### config.mk
export PLATFORM = sky130hd
export DESIGN_NAME = display_scan_ctrl_flat
export DESIGN_NICKNAME = d
export VERILOG_FILES = /design/src/rtl/disp_pkg.sv /design/src/rtl/display_scan_ctrl_if.sv /design/src/rtl/hex_to_7seg.sv /design/src/rtl/display_scan_ctrl.sv /design/src/flat_wrapper.sv
export SDC_FILE = /design/constraint.sdc
export NUM_CORES = 1
export LEC_CHECK = 0
export BUFFER_PORTS_ARGS = -buffer_cell sky130_fd_sc_hd__buf_2
export CAP_MARGIN = 20
export CORE_ASPECT_RATIO = 2
export CORE_UTILIZATION = 61
export DETAILED_ROUTE_END_ITERATION = 12
export GPL_ROUTABILITY_DRIVEN = 0
export GPL_TIMING_DRIVEN = 0
export PLACE_DENSITY = 0.78
export SLEW_MARGIN = 20
export SYNTH_ARGS = -nofsm -noshare
export SYNTH_HDL_FRONTEND = slang
export SYNTH_HIERARCHICAL = 1
export SYNTH_SLANG_ARGS = --single-unit
export TNS_END_PERCENT = 50
### constraint.sdc
create_clock -name clk -period 6.9 [get_ports clk]
set_clock_uncertainty 0.1 [all_clocks]
set_input_delay 0.345 -clock clk [delete_from_list [all_inputs] [get_ports clk]]
set_output_delay 0.345 -clock clk [all_outputs]
set_load 0.05 [all_outputs]
### src/rtl/disp_pkg.sv
// Shared constants and types for the 4-digit multiplexed 7-segment scanner.
// Holds segment patterns, FSM state encoding, digit count and the data payload type.
package disp_pkg;

    localparam int unsigned NUM_DIGITS = 4;
    localparam int unsigned DIGIT_W    = 4;
    localparam int unsigned DATA_W     = NUM_DIGITS * DIGIT_W;
    localparam int unsigned SEL_W      = 2;
    localparam int unsigned SEG_W      = 7;

    // Active-high segment patterns, bit order {g,f,e,d,c,b,a}.
    localparam logic [SEG_W-1:0] SEG_0 = 7'h3F;
    localparam logic [SEG_W-1:0] SEG_1 = 7'h06;
    localparam logic [SEG_W-1:0] SEG_2 = 7'h5B;
    localparam logic [SEG_W-1:0] SEG_3 = 7'h4F;
    localparam logic [SEG_W-1:0] SEG_4 = 7'h66;
    localparam logic [SEG_W-1:0] SEG_5 = 7'h6D;
    localparam logic [SEG_W-1:0] SEG_6 = 7'h7D;
    localparam logic [SEG_W-1:0] SEG_7 = 7'h07;
    localparam logic [SEG_W-1:0] SEG_8 = 7'h7F;
    localparam logic [SEG_W-1:0] SEG_9 = 7'h6F;
    localparam logic [SEG_W-1:0] SEG_A = 7'h77;
    localparam logic [SEG_W-1:0] SEG_B = 7'h7C;
    localparam logic [SEG_W-1:0] SEG_C = 7'h39;
    localparam logic [SEG_W-1:0] SEG_D = 7'h5E;
    localparam logic [SEG_W-1:0] SEG_E = 7'h79;
    localparam logic [SEG_W-1:0] SEG_F = 7'h71;

    typedef enum logic {
        ST_BLANK = 1'b0,
        ST_SHOW  = 1'b1
    } state_e;

    // Displayed data: four nibbles (index 0 = digit 0) plus per-digit blank mask.
    typedef struct packed {
        logic [NUM_DIGITS-1:0][DIGIT_W-1:0] digits;
        logic [NUM_DIGITS-1:0]              blank;
    } disp_data_t;

endpackage

### src/rtl/display_scan_ctrl_if.sv
// Bus between a display data source and display_scan_ctrl.
// master: drives load/digits_in/blank_in, observes scan outputs.
// slave : the scanner itself.
interface display_scan_ctrl_if;
    import disp_pkg::*;

    logic                  load;
    logic [DATA_W-1:0]     digits_in;
    logic [NUM_DIGITS-1:0] blank_in;
    logic [SEL_W-1:0]      dig_sel;
    logic [NUM_DIGITS-1:0] dig_en;
    logic [SEG_W-1:0]      seg;
    logic                  frame_done;
    logic                  update_pending;

    modport master (
        output load, digits_in, blank_in,
        input  dig_sel, dig_en, seg, frame_done, update_pending
    );

    modport slave (
        input  load, digits_in, blank_in,
        output dig_sel, dig_en, seg, frame_done, update_pending
    );

endinterface

### src/rtl/hex_to_7seg.sv
// Purely combinational hex nibble to 7-segment pattern decoder.
// i_hex   : 4-bit value 0..F
// o_seg_c : active-high segments {g,f,e,d,c,b,a}
module hex_to_7seg
    import disp_pkg::*;
(
    input  logic [DIGIT_W-1:0] i_hex,
    output logic [SEG_W-1:0]   o_seg_c
);

    always_comb begin
        o_seg_c = SEG_0;
        case (i_hex)
            4'h0: o_seg_c = SEG_0;
            4'h1: o_seg_c = SEG_1;
            4'h2: o_seg_c = SEG_2;
            4'h3: o_seg_c = SEG_3;
            4'h4: o_seg_c = SEG_4;
            4'h5: o_seg_c = SEG_5;
            4'h6: o_seg_c = SEG_6;
            4'h7: o_seg_c = SEG_7;
            4'h8: o_seg_c = SEG_8;
            4'h9: o_seg_c = SEG_9;
            4'hA: o_seg_c = SEG_A;
            4'hB: o_seg_c = SEG_B;
            4'hC: o_seg_c = SEG_C;
            4'hD: o_seg_c = SEG_D;
            4'hE: o_seg_c = SEG_E;
            4'hF: o_seg_c = SEG_F;
            default: o_seg_c = SEG_0;
        endcase
    end

endmodule

### src/rtl/display_scan_ctrl.sv
// Four-digit multiplexed 7-segment scan controller with frame-synchronous data update.
// clk, rst_n : system clock, async active-low reset
// bus (slave): load/digits_in/blank_in in; dig_sel/dig_en/seg/frame_done/update_pending out
module display_scan_ctrl
    import disp_pkg::*;
#(
    parameter int unsigned SHOW_CYCLES  = 50000,
    parameter int unsigned BLANK_CYCLES = 500
) (
    input  logic                clk,
    input  logic                rst_n,
    display_scan_ctrl_if.slave  bus
);

    localparam int unsigned MAX_CYC = (SHOW_CYCLES > BLANK_CYCLES) ? SHOW_CYCLES : BLANK_CYCLES;
    localparam int unsigned PH_W    = (MAX_CYC > 1) ? $clog2(MAX_CYC) : 1;
    localparam logic [PH_W-1:0]  SHOW_LAST  = PH_W'(SHOW_CYCLES - 1);
    localparam logic [PH_W-1:0]  BLANK_LAST = PH_W'(BLANK_CYCLES - 1);
    localparam logic [SEL_W-1:0] LAST_SLOT  = SEL_W'(NUM_DIGITS - 1);

    state_e                r_state, w_state_nxt;
    logic [SEL_W-1:0]      r_slot, w_slot_nxt;
    logic [PH_W-1:0]       r_phase, w_phase_nxt;
    logic                  r_frame_done, w_frame_done_nxt;
    disp_data_t            r_active, w_active_nxt;
    disp_data_t            r_pending, w_pending_nxt;
    logic                  r_pend_vld, w_pend_vld_nxt;
    logic [SEL_W-1:0]      r_dig_sel;
    logic [NUM_DIGITS-1:0] r_dig_en, w_dig_en_nxt;
    logic [SEG_W-1:0]      r_seg, w_seg_nxt;
    disp_data_t            w_load_data;
    logic [DIGIT_W-1:0]    w_nibble;
    logic [SEG_W-1:0]      w_seg_dec;

    assign w_load_data = {bus.digits_in, bus.blank_in};

    // Scan FSM next state: BLANK -> SHOW on same slot, SHOW -> BLANK on next slot.
    always_comb begin
        w_state_nxt      = r_state;
        w_slot_nxt       = r_slot;
        w_phase_nxt      = r_phase + PH_W'(1);
        case (r_state)
            ST_BLANK: begin
                if (r_phase == BLANK_LAST) begin
                    w_state_nxt = ST_SHOW;
                    w_phase_nxt = '0;
                end
            end
            ST_SHOW: begin
                if (r_phase == SHOW_LAST) begin
                    w_state_nxt = ST_BLANK;
                    w_slot_nxt  = r_slot + SEL_W'(1);
                    w_phase_nxt = '0;
                end
            end
            default: begin
                w_state_nxt = ST_BLANK;
                w_phase_nxt = '0;
            end
        endcase
        // Registered pulse covers the final SHOW cycle of the last digit.
        w_frame_done_nxt = (w_state_nxt == ST_SHOW) && (w_slot_nxt == LAST_SLOT)
                        && (w_phase_nxt == SHOW_LAST);
    end

    // Data capture: active only changes at the edge closing the frame_done cycle.
    always_comb begin
        w_active_nxt   = r_active;
        w_pending_nxt  = r_pending;
        w_pend_vld_nxt = r_pend_vld;
        if (r_frame_done) begin
            if (bus.load) begin
                w_active_nxt = w_load_data;
            end else if (r_pend_vld) begin
                w_active_nxt = r_pending;
            end
            w_pend_vld_nxt = 1'b0;
        end else if (bus.load) begin
            w_pending_nxt  = w_load_data;
            w_pend_vld_nxt = 1'b1;
        end
    end

    // Outputs are derived from next-cycle state so the registers line up with the FSM.
    assign w_nibble = w_active_nxt.digits[w_slot_nxt];

    hex_to_7seg u_hex (
        .i_hex   (w_nibble),
        .o_seg_c (w_seg_dec)
    );

    always_comb begin
        w_dig_en_nxt = '0;
        w_seg_nxt    = '0;
        if ((w_state_nxt == ST_SHOW) && !w_active_nxt.blank[w_slot_nxt]) begin
            w_dig_en_nxt = NUM_DIGITS'(1) << w_slot_nxt;
            w_seg_nxt    = w_seg_dec;
        end
    end

    always_ff @(posedge clk or negedge rst_n) begin
        if (!rst_n) begin
            r_state      <= ST_BLANK;
            r_slot       <= '0;
            r_phase      <= '0;
            r_frame_done <= 1'b0;
            r_active     <= '0;
            r_pending    <= '0;
            r_pend_vld   <= 1'b0;
            r_dig_sel    <= '0;
            r_dig_en     <= '0;
            r_seg        <= '0;
        end else begin
            r_state      <= w_state_nxt;
            r_slot       <= w_slot_nxt;
            r_phase      <= w_phase_nxt;
            r_frame_done <= w_frame_done_nxt;
            r_active     <= w_active_nxt;
            r_pending    <= w_pending_nxt;
            r_pend_vld   <= w_pend_vld_nxt;
            r_dig_sel    <= w_slot_nxt;
            r_dig_en     <= w_dig_en_nxt;
            r_seg        <= w_seg_nxt;
        end
    end

    assign bus.dig_sel        = r_dig_sel;
    assign bus.dig_en         = r_dig_en;
    assign bus.seg            = r_seg;
    assign bus.frame_done     = r_frame_done;
    assign bus.update_pending = r_pend_vld;

endmodule

### src/flat_wrapper.sv
// flat-port wrapper written by rule: the top's interface ports become plain ports
module display_scan_ctrl_flat import disp_pkg::*;
#(
    parameter int unsigned SHOW_CYCLES  = 50000,
    parameter int unsigned BLANK_CYCLES = 500
)
  (clk, rst_n, bus_load, bus_digits_in, bus_blank_in, bus_dig_sel, bus_dig_en, bus_seg, bus_frame_done, bus_update_pending);
  display_scan_ctrl_if bus_i ();
  input  logic clk;
  input  logic rst_n;
  input wire logic [$bits(bus_i.load)-1:0] bus_load;
  input wire logic [$bits(bus_i.digits_in)-1:0] bus_digits_in;
  input wire logic [$bits(bus_i.blank_in)-1:0] bus_blank_in;
  output wire logic [$bits(bus_i.dig_sel)-1:0] bus_dig_sel;
  output wire logic [$bits(bus_i.dig_en)-1:0] bus_dig_en;
  output wire logic [$bits(bus_i.seg)-1:0] bus_seg;
  output wire logic [$bits(bus_i.frame_done)-1:0] bus_frame_done;
  output wire logic [$bits(bus_i.update_pending)-1:0] bus_update_pending;
  assign bus_i.load = bus_load;
  assign bus_i.digits_in = bus_digits_in;
  assign bus_i.blank_in = bus_blank_in;
  assign bus_dig_sel = bus_i.dig_sel;
  assign bus_dig_en = bus_i.dig_en;
  assign bus_seg = bus_i.seg;
  assign bus_frame_done = bus_i.frame_done;
  assign bus_update_pending = bus_i.update_pending;
  display_scan_ctrl #(.SHOW_CYCLES(SHOW_CYCLES), .BLANK_CYCLES(BLANK_CYCLES)) u_core (.clk(clk), .rst_n(rst_n), .bus(bus_i));
endmodule
==> summary.txt, run 1 <==
Worst Hold Class = primary input to flip-flop
Tcrit/Tclk final = 52.5%
critical path's top delay family = buffers and inverters
VDD IR max = 0.146 mV
final wirelength = 9.34 mm
largest net degree at the start of global routing = 46
area grow syn2layout = 14.6%
# IOs = 38
Rel. slew slack = 57.2%
top cells by count, synth = 72 x dfrtp_1, 44 x nand2_1, 23 x nor2_1
worst path bufs/invs = 4
outcome = finished clean
fraction of layout cells with a size suffix above 1 = 23.8%
Iteration-0 DRC Markers = 248
minimum clock period = 3.62 ns
Worst path max stage delay = 0.49 ns
Mean Syn Cell Area = 10.3 um2
CP Data Required Time = 7.01 ns
die width = 59.1 um
Worst R2R End = u_core/bus.seg[3]$_DFF_PN0_
cell taking the most area after synthesis = dfrtp_1
Synth area leaders = dfrtp_1 45%, mux2_2 6.2%, nand2_1 4.1%
CP arrival = 3.73 ns
Cells after DPL = 512
vias post-DR = 3,265
maximum clock path buffer count = 2
RSZ-0062 raised after global routing = no
PostCTS Resize Cnt = 0
most frequent CP cell = clkbuf_1
setup TNS = 0 ns
Die Area = 6870 um2
Finished Layout Cells = 528
Synth top area share = 45.3%
post-synthesis sequential area ratio = 45.3%
worst-margin pin slew = 0.641 ns
antenna-violating nets left = 0
Worst Hold End = u_core/r_pending[18]$_DFFE_PN0P_
Final HPWL DP = 7.03 mm
crit path max fanout = 10
vias per cell = 6.18
drt first pass iters = 4
vias in the first global route = 3,261
CTS Root Buffer Type = clkbuf_16
area of the mapped netlist = 3980 um2
multi-input logic area = 1970 um2
CTS H-tree lvls = 3
TritonCTS clock tree = built
Initial Util = 63.1%
initial antenna violation count = 0
hold_ws = 0.160 ns
CP startpoint kind = flip-flop
max frequency = 0.276 GHz
CP Cell Sequence = clkbuf_1 -> and2_1 -> clkbuf_1 -> clkbuf_1 -> a32oi_1 -> nand3_1 -> o221ai_1 -> nand4_1 -> inv_1 -> ha_1 -> mux4_1 -> nand2_1 -> nor2_2
fill count = 498
top_reg_cell synth = dfrtp_1
core box area = 6310 um2
first-pass GRT wire length = 15.2 mm
Seq cells post-synth = 72
maxcap violations = 0
fraction of registers with async set or reset after synthesis = 100%
Nets = 469
R2R Setup Slk = 3.28 ns
Row Count = 41
top-count cell post-synth = dfrtp_1
grt ovf = 0
worst r2r src = u_core/bus.frame_done$_DFF_PN0_
Pwr Density = 194 nW/um2
diode count = 0
clock latency on the worst-skew pair = 0.34 ns
Chip Height = 116 um
Sink Count = 72
Hold Startpoint = bus_digits_in[14]
CTS Buf Count = 9
Final Slew Violations = 0
Crit Path Class = flip-flop to flip-flop
Residual DRC = 0
Critical Path End Type = flip-flop
wire per inst = 17.7 um
Storage cell area = 1800 um2
unique cell type count in the Yosys netlist = 70
Clock Pin Slew Worst Setup and Hold Paths = 0.05 ns
number of synthesized flops with an enable pin = 0
# setup viols final = 0
Leak = 2.07 nW
IO Port Bufs = 37
hold path cells = 2
syn_nets = 419
Syn Inst Count = 388
Yosys Warn Count = 6
worst reg-to-reg path cell count = 13
GR Util All Layers = 30.2%
Final Hold Viols = 0
crit path max-delay cell type = mux4_1
-- layout by cell type (no fill, tap or decap), drive strengths merged, types with 3 or more instances in the layout --
master / n
dfrtp: 72
and2: 6
or3: 3
nor4bb: 3
nor3: 9
mux2i: 6
clkbuf: 29
clkinv: 3
nand3b: 4
and4: 6
a31oi: 5
buf: 49
xnor2: 5
inv: 14
ha: 8
a32oi: 12
a211oi: 3
a21oi: 9
nand2: 45
o21ai: 6
nor2b: 6
xor2: 6
a222oi: 4
mux2: 23
nor4: 5
nand4: 11
nor2: 31
nand3: 16
o221ai: 4
-- per-layer routing --
metal | vias up | share of wire [%] | GRT usage (%)
met5 | - | 0 | 0
met4 | 0 | 3.5 | 18.4
met3 | 27 | 3.5 | 5.98
met2 | 97 | 58 | 57.0
met1 | 1620 | 35 | 28.6
li1 | 1521 | - | -
-- metrics by stage --
stage / util, % / instance area (um2) / power [mW] / setup WS [ns]
after floorplan: - / 3980 / 0.462 / 3.70
after global placement: 67.7 / 4270 / 0.481 / 3.39
final: 72.3 / 4560 / 0.883 / 3.28
after CTS: 72.3 / 4560 / 0.892 / 3.33
after global routing: 72.3 / 4560 / 0.915 / 3.04
after detailed placement: 68.1 / 4300 / 0.485 / 3.34
-- worst max-delay path by stage --
stage                                               start                           to  slack, ns  cells after the start
after detailed placement  u_core/bus.frame_done$_DFF_PN0_  u_core/bus.seg[3]$_DFF_PN0_       3.34                     13
after floorplan           u_core/bus.frame_done$_DFF_PN0_  u_core/bus.seg[3]$_DFF_PN0_       3.70                     13
after CTS                 u_core/bus.frame_done$_DFF_PN0_  u_core/bus.seg[3]$_DFF_PN0_       3.33                     13
final                     u_core/bus.frame_done$_DFF_PN0_  u_core/bus.seg[3]$_DFF_PN0_       3.28                     13
after global placement    u_core/bus.frame_done$_DFF_PN0_  u_core/bus.seg[3]$_DFF_PN0_       3.39                     13
after global routing      u_core/bus.frame_done$_DFF_PN0_  u_core/bus.seg[3]$_DFF_PN0_       3.04                     13
-- cell families after synthesis --
kind of cell | share of synthesized area, %
fa+ha+maj | 2.52
mux | 8.77
buf+inv | 5.25
compound gates | 13.2
simple gates | 22.6
xor+xnor | 2.42
flops | 45.3
-- report_power, final --
| part | switching, mW | leakage, nW | internal, mW | total [mW] |
|---|---|---|---|---|
| clock | 0.166 | 0.125 | 0.239 | 0.405 |
| sequential | 0.00592 | 0.936 | 0.434 | 0.440 |
| combinational | 0.0198 | 1.01 | 0.0178 | 0.0375 |
-- state kept, by name (all words and copies together), names as in the netlist --
signal	cells
u_core/bus.frame_done	1
u_core/bus.dig_en	4
u_core/bus.update_pending	1
u_core/r_pending	20
u_core/bus.dig_sel	2
u_core/r_state	1
u_core/r_phase	16
u_core/bus.seg	7
u_core/r_active	20
-- final cells by class --
type / count / share of cell area [%]
multi-input combinational: 273 / 43.2
inverter: 14 / 1.15
clock inverter: 4 / 0.494
tap: 86 / 2.36
clock buffer: 11 / 5.10
buffer: 29 / 3.43
timing repair buffer: 39 / 4.77
sequential: 72 / 39.5
-- repair_timing --
item                                    CTS  global route
hold buffers                              1             0
hold endpoints to repair                 27             0
setup buffers                             0             0
endpoints found under the setup margin    0             0
Note: power is estimated with default switching activity, not from simulation.
==> run 2: changes to the inputs <==
CORE_UTILIZATION = 59   (was 61)
PLACE_DENSITY = 0.75   (was 0.78)
clock period = 3.46 ns   (was 6.9 ns; I/O delays follow)
==> summary.txt, run 2 (synthesis gave the netlist of run 1 again) <==
clock latency on the worst-skew pair = 0.33 ns (was 0.34 ns)
Iteration-0 DRC Markers = 261 (was 248)
Crit Path Class = flip-flop to flip-flop (unchanged)
die width = 60.1 um (was 59.1 um)
max frequency = 0.292 GHz (was 0.276 GHz)
Final Hold Viols = 0 (unchanged)
Sequential Power Share = 47.1% (was 49.9%)
crit path max fanout = 9 (was 10)
most frequent cells in the layout = 72 x dfrtp_1, 44 x nand2_1, 40 x buf_2, 23 x nor2_1, 22 x mux2_2 (unchanged)
CP startpoint kind = flip-flop (unchanged)
largest net degree at the start of global routing = 46 (unchanged)
Final Slew Violations = 0 (unchanged)
Pwr Density = 378 nW/um2 (was 194 nW/um2)
# setup viols final = 0 (unchanged)
RSZ-0062 raised after global routing = yes (was no)
outcome = finished clean (unchanged)
CTS H-tree lvls = 3 (unchanged)
first-pass GRT wire length = 16.2 mm (was 15.2 mm)
gr busiest metal = met2 (unchanged)
diode count = 0 (unchanged)
Row Count = 42 (was 41)
minimum clock period = 3.43 ns (was 3.62 ns)
antenna-violating nets left = 0 (unchanged)
Die Area = 7100 um2 (was 6870 um2)
Internal = 1.46 mW (was 691 uW)
GR Util All Layers = 30.8% (was 30.2%)
met1 Use GR = 31.1% (was 28.6%)
Final HPWL DP = 7.06 mm (was 7.03 mm)
Residual DRC = 0 (unchanged)
IO Port Bufs = 37 (unchanged)
core box area = 6570 um2 (was 6310 um2)
commonest non-fill, non-tap cell in the layout = dfrtp_1 (unchanged)
setup TNS = 0 ns (unchanged)
grt ovf = 0 (unchanged)
CP Data Required Time = 3.56 ns (was 7.01 ns)
fill count = 466 (was 498)
VDD IR max = 0.318 mV (was 0.146 mV)
switching pwr = 402 uW (was 191 uW)
vias per cell = 6.15 (was 6.18)
met3 GRT Util = 5.58% (was 5.98%)
# IOs = 38 (unchanged)
initial antenna violation count = 0 (unchanged)
drt first pass iters = 5 (was 4)
area grow syn2layout = 24.0% (was 14.6%)
switching portion of total power = 21.5% (was 21.7%)
CP arrival = 3.53 ns (was 3.73 ns)
dpl cell area = 4310 um2 (was 4300 um2)
Chip Height = 118 um (was 116 um)
Initial Util = 60.6% (was 63.1%)
R2R Setup Slk = 0.03 ns (was 3.28 ns)
vias post-DR = 3,439 (was 3,265)
Leak = 2.26 nW (was 2.07 nW)
hold_ws = 0.00632 ns (was 0.160 ns)
combinational share of power = 4.9% (was 4.3%)
Top Registers = u_core/r_active: 20 flops, u_core/r_pending: 20 flops, u_core/r_phase: 16 flops (unchanged)
fraction of layout cells with a size suffix above 1 = 28.7% (was 23.8%)
maximum clock path buffer count = 2 (unchanged)
Clock Power Share = 48.1% (was 45.9%)
CTS Root Buffer Type = clkbuf_16 (unchanged)
final instance area = 4930 um2 (was 4560 um2)
Tcrit/Tclk final = 99.1% (was 52.5%)
CTS Buf Count = 9 (unchanged)
wire per inst = 18.4 um (was 17.7 um)
Sink Count = 72 (unchanged)
Nets = 498 (was 469)
TritonCTS clock tree = built (unchanged)
Clock Pin Slew Worst Setup and Hold Paths = 0.06 ns (was 0.05 ns)
Worst Hold Class = primary input to flip-flop (unchanged)
worst-margin pin slew = 0.606 ns (was 0.641 ns)
vias in the first global route = 3,460 (was 3,261)
M2 GR Usage = 54.2% (was 57.0%)
final wirelength = 10.3 mm (was 9.34 mm)
Rel. slew slack = 59.5% (was 57.2%)
Critical Path End Type = flip-flop (unchanged)
maxcap violations = 0 (unchanged)
## run 2: worst max-delay path, stage by stage, from the launching register on
cell,delay (ns)
dfrtp_1,0.37
buf_6,0.13
or3_4,0.40
or4_4,0.62
buf_4,0.18
nor4_2,0.24
a31oi_1,0.06
nand4_1,0.19
buf_4,0.16
ha_1,0.19
inv_1,0.06
mux4_2,0.46
nand2_1,0.09
nor2_2,0.04
## run 2: repair_timing
action,in CTS,in global routing
setup buffers,0,16
hold buffers,17,0
setup endpoints to repair,1,5
pin swaps,0,7
gates resized for setup,3,14
hold endpoints to repair,47,0
## run 2: path summary, 6_finish.rpt
| kind | from | end | cells past startpoint |
|---|---|---|---|
| worst max-delay path | u_core/r_phase[7]$_DFF_PN0_ | u_core/bus.seg[3]$_DFF_PN0_ | 13 |
| worst min-delay path | bus_blank_in[2] | u_core/r_pending[2]$_DFFE_PN0P_ | 2 |
| worst max register to register | u_core/r_phase[7]$_DFF_PN0_ | u_core/bus.seg[3]$_DFF_PN0_ | 13 |
| worst min register to register | u_core/r_active[18]$_DFF_PN0_ | u_core/r_active[18]$_DFF_PN0_ | 2 |
| max in group asynchronous | rst_n | u_core/r_pending[5]$_DFFE_PN0P_ | 3 |
| min in group asynchronous | rst_n | u_core/r_pending[16]$_DFFE_PN0P_ | 2 |
## run 2: metrics by stage
stage | utilization (%) | power, mW | worst slack, ns | std cells
after floorplan | - | 0.922 | 0.261 | 388
after global placement | 65.1 | 0.961 | -0.0396 | 513
after detailed placement | 65.5 | 0.970 | -0.0795 | 514
after CTS | 72.6 | 1.88 | 0.0135 | 546
after global routing | 75.1 | 1.93 | -0.0731 | 559
final | 75.1 | 1.87 | 0.0308 | 559
## run 2: power by group through the flow
stage	sequential (mW)	combinational [mW]	clock [mW]
5_1_grt	0.880	0.100	0.947
3_3_place_gp	0.891	0.0695	0
2_1_floorplan	0.889	0.0333	0
4_1_cts	0.878	0.0914	0.911
3_5_place_dp	0.893	0.0766	0
6_report	0.879	0.0906	0.897
## run 2: layout make-up
type / count / area [um2] / area share [%]
buffer: 26 / 141 / 2.87
clock buffer: 9 / 225 / 4.56
clock inverter: 6 / 61.3 / 1.24
inverter: 14 / 52.6 / 1.06
multi-input combinational: 273 / 2040 / 41.3
sequential: 72 / 1800 / 36.5
tap: 88 / 110 / 2.23
timing repair buffer: 71 / 505 / 10.2
## run 2: per-layer routing
layer	vias to the layer above	share of wire, %
met5	-	0
met2	119	56
li1	1592	-
met1	1681	35
met3	47	3.2
met4	0	5.4
==> run 3: changes to the inputs <==
CORE_UTILIZATION = 61   (was 59)
CTS_BUF_LIST = sky130_fd_sc_hd__clkbuf_8   (was unset)
PLACE_DENSITY = 0.78   (was 0.75)
==> summary.txt, run 3 (synthesis gave the netlist of run 1 again) <==
antenna-violating nets left = 0 (unchanged)
TritonCTS clock tree = built (unchanged)
CTS Buf Count = 9 (unchanged)
max frequency = 0.294 GHz (was 0.292 GHz)
maxcap violations = 0 (unchanged)
diode count = 0 (unchanged)
vias in the first global route = 3,379 (was 3,460)
Chip Height = 116 um (was 118 um)
VDD IR max = 0.267 mV (was 0.318 mV)
minimum clock period = 3.40 ns (was 3.43 ns)
initial antenna violation count = 0 (unchanged)
wire per inst = 17.6 um (was 18.4 um)
fraction of layout cells with a size suffix above 1 = 26.8% (was 28.7%)
core box area = 6310 um2 (was 6570 um2)
Pwr Total = 1.51 mW (was 1.87 mW)
Critical Path End Type = flip-flop (unchanged)
crit path max fanout = 9 (unchanged)
setup TNS = 0 ns (unchanged)
vias per cell = 5.98 (was 6.15)
largest net degree at the start of global routing = 46 (unchanged)
GR Util All Layers = 30.9% (was 30.8%)
# setup viols final = 0 (unchanged)
fill count = 469 (was 466)
Residual DRC = 0 (unchanged)
Sink Count = 72 (unchanged)
# IOs = 38 (unchanged)
final wirelength = 9.74 mm (was 10.3 mm)
Top Registers = u_core/r_active: 20 flops, u_core/r_pending: 20 flops, u_core/r_phase: 16 flops (unchanged)
CP arrival = 3.53 ns (about the same)
Pwr Density = 319 nW/um2 (was 378 nW/um2)
worst-margin pin slew = 0.646 ns (was 0.606 ns)
CTS H-tree lvls = 3 (unchanged)
Leak = 2.17 nW (was 2.26 nW)
Final Hold Viols = 0 (unchanged)
most frequent cells in the layout = 72 x dfrtp_1, 43 x nand2_1, 40 x buf_2, 23 x nor2_1, 22 x mux2_2 (was 72 x dfrtp_1, 44 x nand2_1, 40 x buf_2, 23 x nor2_1, 22 x mux2_2)
crit path max-delay cell type = or4_4 (unchanged)
outcome = finished clean (unchanged)
clock latency on the worst-skew pair = 0.36 ns (was 0.33 ns)
Crit Path Class = flip-flop to flip-flop (unchanged)
CP startpoint kind = flip-flop (unchanged)
worst r2r src = u_core/r_phase[7]$_DFF_PN0_ (unchanged)
Final Util = 75.3% (was 75.1%)
CP Data Required Time = 3.59 ns (was 3.56 ns)
maximum clock path buffer count = 2 (unchanged)
Die Area = 6870 um2 (was 7100 um2)
multi-input logic area = 2020 um2 (was 2040 um2)
Final Slew Violations = 0 (unchanged)
RSZ-0062 raised after global routing = yes (unchanged)
drt first pass iters = 5 (unchanged)
Worst R2R End = u_core/bus.seg[3]$_DFF_PN0_ (unchanged)
Worst path max stage delay = 0.60 ns (was 0.62 ns)
area grow syn2layout = 19.4% (was 24.0%)
critical path's top delay family = simple AND/OR/NAND/NOR gates (unchanged)
Clock Pin Slew Worst Setup and Hold Paths = 0.08 ns (was 0.06 ns)
vias post-DR = 3,308 (was 3,439)
commonest non-fill, non-tap cell in the layout = dfrtp_1 (unchanged)
Rel. slew slack = 56.9% (was 59.5%)
Final HPWL DP = 7.03 mm (was 7.06 mm)
R2R Setup Slk = 0.06 ns (was 0.03 ns)
worst path bufs/invs = 2 (was 4)
CP Cell Sequence = buf_6 -> or3_4 -> or4_4 -> nor4_1 -> a31oi_1 -> nand4_1 -> inv_2 -> ha_1 -> mux4_2 -> nand2_2 -> nor2_2 (was buf_6 -> or3_4 -> or4_4 -> buf_4 -> nor4_2 -> a31oi_1 -> nand4_1 -> buf_4 -> ha_1 -> inv_1 -> mux4_2 -> nand2_1 -> nor2_2)
Nets = 494 (was 498)
Worst Hold Class = primary input to asynchronous set/reset pin (was primary input to flip-flop)
worst reg-to-reg path cell count = 11 (was 13)
Storage cell area = 1800 um2 (unchanged)
CTS Root Buffer Type = clkbuf_8 (was clkbuf_16)
IO Port Bufs = 37 (unchanged)
Tcrit/Tclk final = 98.2% (was 99.1%)
grt ovf = 0 (unchanged)
Initial Util = 63.1% (was 60.6%)
hold_ws = 0.181 ns (was 0.00632 ns)
die width = 59.1 um (was 60.1 um)
Iteration-0 DRC Markers = 173 (was 261)
Row Count = 41 (was 42)
first-pass GRT wire length = 15.6 mm (was 16.2 mm)
## run 3: cell types whose count changed in the layout (fill, tap and decap cells not counted), moves of 2 or more
cell,delta
ha_4,-2
buf_4,-8
clkbuf_8,+9
inv_1,+2
dlygate4sd3_1,+4
clkbuf_16,-9
## run 3: worst max-delay path by stage
stage / cells after the start / end / start / slack [ns]
global route: 13 / u_core/bus.seg[3]$_DFF_PN0_ / u_core/r_phase[6]$_DFF_PN0_ / -0.03
CTS: 12 / u_core/bus.seg[3]$_DFF_PN0_ / u_core/bus.update_pending$_DFFE_PN0P_ / 0.05
finish: 11 / u_core/bus.seg[3]$_DFF_PN0_ / u_core/r_phase[7]$_DFF_PN0_ / 0.06
detailed placement: 13 / u_core/bus.seg[3]$_DFF_PN0_ / u_core/bus.frame_done$_DFF_PN0_ / -0.1
global placement: 13 / u_core/bus.seg[3]$_DFF_PN0_ / u_core/bus.frame_done$_DFF_PN0_ / -0.05
floorplan: 13 / u_core/bus.seg[3]$_DFF_PN0_ / u_core/bus.frame_done$_DFF_PN0_ / 0.26
## run 3: stage by stage
| stage | cell area, um2 | std cells | setup slack, ns |
|---|---|---|---|
| 2_1_floorplan | 3980 | 388 | 0.261 |
| 3_3_place_gp | 4270 | 511 | -0.0540 |
| 3_5_place_dp | 4300 | 512 | -0.0999 |
| 4_1_cts | 4670 | 548 | 0.0477 |
| 5_1_grt | 4750 | 553 | -0.0276 |
| 6_report | 4750 | 553 | 0.0607 |
## run 3: final cells by class
class | instances | area share (%)
multi-input combinational | 273 | 42.4
inverter | 14 | 1.11
timing repair buffer | 67 | 10.1
buffer | 26 | 2.98
clock inverter | 6 | 0.632
tap | 86 | 2.26
clock buffer | 9 | 2.61
sequential | 72 | 37.9
## run 3: repair_timing
action	4_1_cts	5_1_grt
hold endpoints to repair	72	0
resized for setup	3	13
buffers inserted	0	8
pin swaps	0	3
setup endpoints to repair	1	3
hold buffers	21	0
## run 3: report_power, final
part           switching [mW]  leakage (nW)  internal [mW]
combinational          0.0432          1.15         0.0503
sequential             0.0118         0.936          0.865
clock                   0.298        0.0872          0.246
## run 3: routing by layer
layer	wire [um]	share of wire (%)	up-vias	track usage [%]
met1	3420	35	1618	28.5
met3	312	3.2	35	6.09
li1	-	-	1570	-
met4	413	4.2	0	19.7
met2	5590	57	85	58.8
met5	0	0	-	0
## run 3: worst reg2reg max path: stages, from the launching register on
cell     delay, ns
dfrtp_1       0.38
buf_6         0.13
or3_4         0.40
or4_4         0.60
nor4_1        0.34
a31oi_1       0.08
nand4_1       0.26
inv_2         0.11
ha_1          0.30
mux4_2        0.47
nand2_2       0.08
nor2_2        0.03
